$ cat config.mk
export PLATFORM = sky130hd
export DESIGN_NAME = reg_file
export DESIGN_NICKNAME = d
export VERILOG_FILES = /design/src/rtl/reg_file.sv
export SDC_FILE = /design/constraint.sdc
export NUM_CORES = 1
export LEC_CHECK = 0
export CORE_MARGIN = 2
export CORE_UTILIZATION = 50
export CTS_CLUSTER_SIZE = 40
export DETAILED_ROUTE_END_ITERATION = 16
export PLACE_DENSITY_LB_ADDON = 0.2
export SYNTH_ARGS = -nofsm -noshare
export SYNTH_HDL_FRONTEND = slang
export SYNTH_SLANG_ARGS = --single-unit
$ cat constraint.sdc
create_clock -name clk -period 3.1 [get_ports clk]
set_clock_uncertainty 0.2 [all_clocks]
set_input_delay 0.465 -clock clk [delete_from_list [all_inputs] [get_ports clk]]
set_output_delay 0.465 -clock clk [all_outputs]
set_load 0.05 [all_outputs]
$ cat src/rtl/reg_file.sv
// reg_file: DEPTH x WIDTH register file with one synchronous write port and
// one asynchronous (combinational) read port. Built from a one-hot write
// decoder, per-entry enabled registers and a one-hot read multiplexer.
// Every entry clears immediately when rst_n is low.
//
// Optional build macro REG_FILE_BYPASS_EN: when defined, a same-address
// write is forwarded to data_out combinationally in the cycle of the write.
// When undefined, data_out always shows stored contents.
// Stored state and write timing are the same in both builds.
`timescale 1ns/100ps

module reg_file #(
    parameter int WIDTH  = 4,
    parameter int DEPTH  = 4,
    parameter int ADDR_W = 2
) (
    input  logic              clk,
    input  logic              rst_n,
    input  logic              we,
    input  logic [ADDR_W-1:0] waddr,
    input  logic [WIDTH-1:0]  data_in,
    input  logic [ADDR_W-1:0] raddr,
    output logic [WIDTH-1:0]  data_out
);

    // One-hot write enables. An address at or beyond DEPTH matches no
    // entry, so such writes are dropped without extra logic. When we is 0,
    // every enable is forced low, so an unknown waddr cannot disturb
    // stored state.
    logic [DEPTH-1:0] wr_en;

    // One-hot read selects. An address at or beyond DEPTH selects nothing,
    // so the read multiplexer returns 0.
    logic [DEPTH-1:0] rd_sel;

    // Storage and next-state for each entry.
    logic [WIDTH-1:0] entry_q [DEPTH];
    logic [WIDTH-1:0] entry_d [DEPTH];

    // Value read from storage before any bypass is applied.
    logic [WIDTH-1:0] rd_data;

    genvar gi;
    generate
        for (gi = 0; gi < DEPTH; gi++) begin : g_entry
            assign wr_en[gi]   = we & (waddr == ADDR_W'(gi));
            assign rd_sel[gi]  = (raddr == ADDR_W'(gi));
            assign entry_d[gi] = wr_en[gi] ? data_in : entry_q[gi];
        end
    endgenerate

    // Entry registers: asynchronous clear, otherwise load next-state on clk.
    always_ff @(posedge clk or negedge rst_n) begin
        if (!rst_n) begin
            for (int i = 0; i < DEPTH; i++) begin
                entry_q[i] <= '0;
            end
        end else begin
            for (int i = 0; i < DEPTH; i++) begin
                entry_q[i] <= entry_d[i];
            end
        end
    end

    // Read multiplexer: AND-OR of the one-hot selected entry.
    always_comb begin
        rd_data = '0;
        for (int i = 0; i < DEPTH; i++) begin
            rd_data = rd_data | (rd_sel[i] ? entry_q[i] : '0);
        end
    end

`ifdef REG_FILE_BYPASS_EN
    // A write hits a real entry exactly when some decoder output is active.
    logic write_hit;
    assign write_hit = |wr_en;

    // Output select: forward the write data on a same-address write,
    // otherwise show the stored entry.
    always_comb begin
        data_out = rd_data;
        if (rst_n && write_hit && (raddr == waddr)) begin
            data_out = data_in;
        end
    end
`else
    // Output select: stored contents only; a same-address write shows the
    // old value until the clock edge.
    always_comb begin
        data_out = rd_data;
    end
`endif

endmodule

==> summary.txt <==
Setup slack, reg-to-reg = 2.11 ns
Pint = 0.397 mW
DRC Markers = 0
Cell accounting for the most synthesized area = dfrtp_1
Pwr dens = 629 mW/mm²
Clock Pin Slew Worst Setup and Hold Paths = 0.10 ns
Worst Hold End = entry_q[11]
Endpoints failing setup = 0
Worst hold stages = 1
Sw Share = 0.295
Ports = 15
Maximum clock path buffer count = 2
Dpl cell area = 858 µm²
First-pass GRT wire length = 2320 µm
Min-delay worst type = reg2reg
Synthesized instance count = 40
Slew margin rel. = 0.546
DIE AREA = 0.00174 mm²
Top-area cell type share of the netlist area = 0.564
Nets = 70
Post-route cell area = 895 µm²
Crit. End Element = output pin
Max-cap violations = 0
Period utilization = 0.810
Die width = 41.7 µm
Port buffer count = 14
Drt first pass iters = 4
Synth Warn # = 0
Gr ovfl total = 0
Status = finished, final reports clean
Via count = 412
Distinct cells, synth = 6
Initial core utilization = 0.538
FP Rows = 13
Power Total = 0.563 mW
Final worst setup slack = 0.589 ns
FF-to-FF End = entry_q[2]
Clk_lat worst skew = 0.28 ns
Vias per inst = 5.64
Pre-CTS setup slack = 0.589 ns
Area growth, synth to finish = 26.1%
Pleak = 0.371 nW
CTS buffer count = 3
Final Util = 0.679
Final slew viol count = 0
Peak supply drop = 354 µV
Final hold violations = 0
Ant. Diodes = 0
Final wirelength = 1380 µm
Setup_tns = 0 ns
Total GRT Usage = 0.184
Initial antenna violation count = 0
Share of layout cells above drive strength 1 = 0.500
Fin crit period = 2.51 ns
Worst-path maximum fanout = 4
NetSw = 0.166 mW
Worst EP arrival = 1.85 ns
Worst path required time = 2.43 ns
Clk root buf = clkbuf_4
Htree depth = 1
Fmax = 0.398 GHz
Post-CTS Hold Buffers = 0
Post-synthesis sequential area ratio = 0.564
Kind of critical path = in2out
Post-DRT Antenna Nets = 0
Iter 0 DRT Violations = 8
Clock Power Share = 0.245
Core Area = 0.00132 mm²
TritonCTS clock tree = yes
R2R cell count = 1
HP Start = entry_q[11]
Slew @ Worst Pin = 0.680 ns
RR Startpoint = entry_q[2]
Synth area leaders = dfrtp_1 56%, mux2_2 25%, mux4_2 13%
Synth Register Bits = 16
Die H = 41.7 µm
Net count after synthesis = 51
Mapped Area = 709 µm²
Part of the power in combinational logic = 0.281
Largest register FFs = 16
Startpoint Class = primary input
Mean Syn Cell Area = 17.7 µm²
Setup repair bufs after CTS = 0
CTS sink count = 16
Reg with most FFs = entry_q
GPL Wtd Cong = 0.668
Largest net degree at the start of global routing = 17
Drt wl/cell = 18.8 µm
Post-CTS resize count = 0
Vias in the first global route = 479
Largest registers = entry_q (16)
Sequential Power Share = 0.474
Unrepaired setup endpoints after global routing = false
worst max path at each step:
stage                  start           to  slack (ns)  depth (start not counted)
floorplan           raddr[0]  data_out[0]        1.34                          1
global placement    raddr[0]  data_out[1]        0.60                          3
detailed placement  raddr[0]  data_out[1]        0.59                          3
CTS                 raddr[0]  data_out[1]        0.59                          3
global route        raddr[0]  data_out[0]        0.55                          3
finish              raddr[0]  data_out[3]        0.59                          3
worst max-delay path, cell delays in order:
cell and delay [ns]:
clkdlybuf4s50_1 0.63, mux4_2 0.55, buf_4 0.20
power groups by stage:
stage          Clock [mW]  Combinational [mW]  Sequential [mW]
6_report            0.138               0.158            0.267
5_1_grt             0.148               0.166            0.272
4_1_cts             0.138               0.160            0.268
3_5_place_dp            0               0.160            0.272
3_3_place_gp            0               0.153            0.267
2_1_floorplan           0               0.110            0.264
layout by cell type, fill, tap and decap left out:
cell and n:
dfrtp_1 16, nand3b_1 2, clkbuf_4 3, clkdlybuf4s50_1 10
mux4_2 4, mux2_2 16, buf_4 4, clkbuf_8 1
nor3b_4 1, nand3_1 1
synth_stat cells:
master    number
nand3b_1       2
dfrtp_1       16
mux2_2        16
nor3b_4        1
mux4_2         4
nand3_1        1
metrics by stage:
step | hold WS, ns | std cells
after floorplan | -0.0306 | 40
after global placement | 0.283 | 69
after detailed placement | 0.296 | 69
after CTS | 0.318 | 73
after global routing | 0.337 | 73
final | 0.314 | 73
layer usage:
metal / up-vias / share of wire / track usage
met5: - / 0 / 0
met1: 213 / 0.40 / 0.205
met4: 0 / 0.0029 / 0.0774
met2: 8 / 0.56 / 0.328
li1: 189 / - / -
met3: 2 / 0.035 / 0.0478
cell families (layout without fill, tap and decap cells):
| logic type | count (synthesis) | count (layout) | synth area share |
|---|---|---|---|
| buf+inv | 0 | 18 | 0 |
| mux | 20 | 20 | 0.381 |
| simple gates | 4 | 4 | 0.0547 |
| flops | 16 | 16 | 0.564 |
final cells by class:
cell class / instances / area (µm²)
Sequential cell: 16 / 400
Timing Repair Buffer: 14 / 130
Fill cell: 86 / 423
Clock buffer: 4 / 36.3
Tap cell: 15 / 18.8
Multi-Input combinational cell: 24 / 309
No activity file was read; power rests on OpenSTA's default activity.
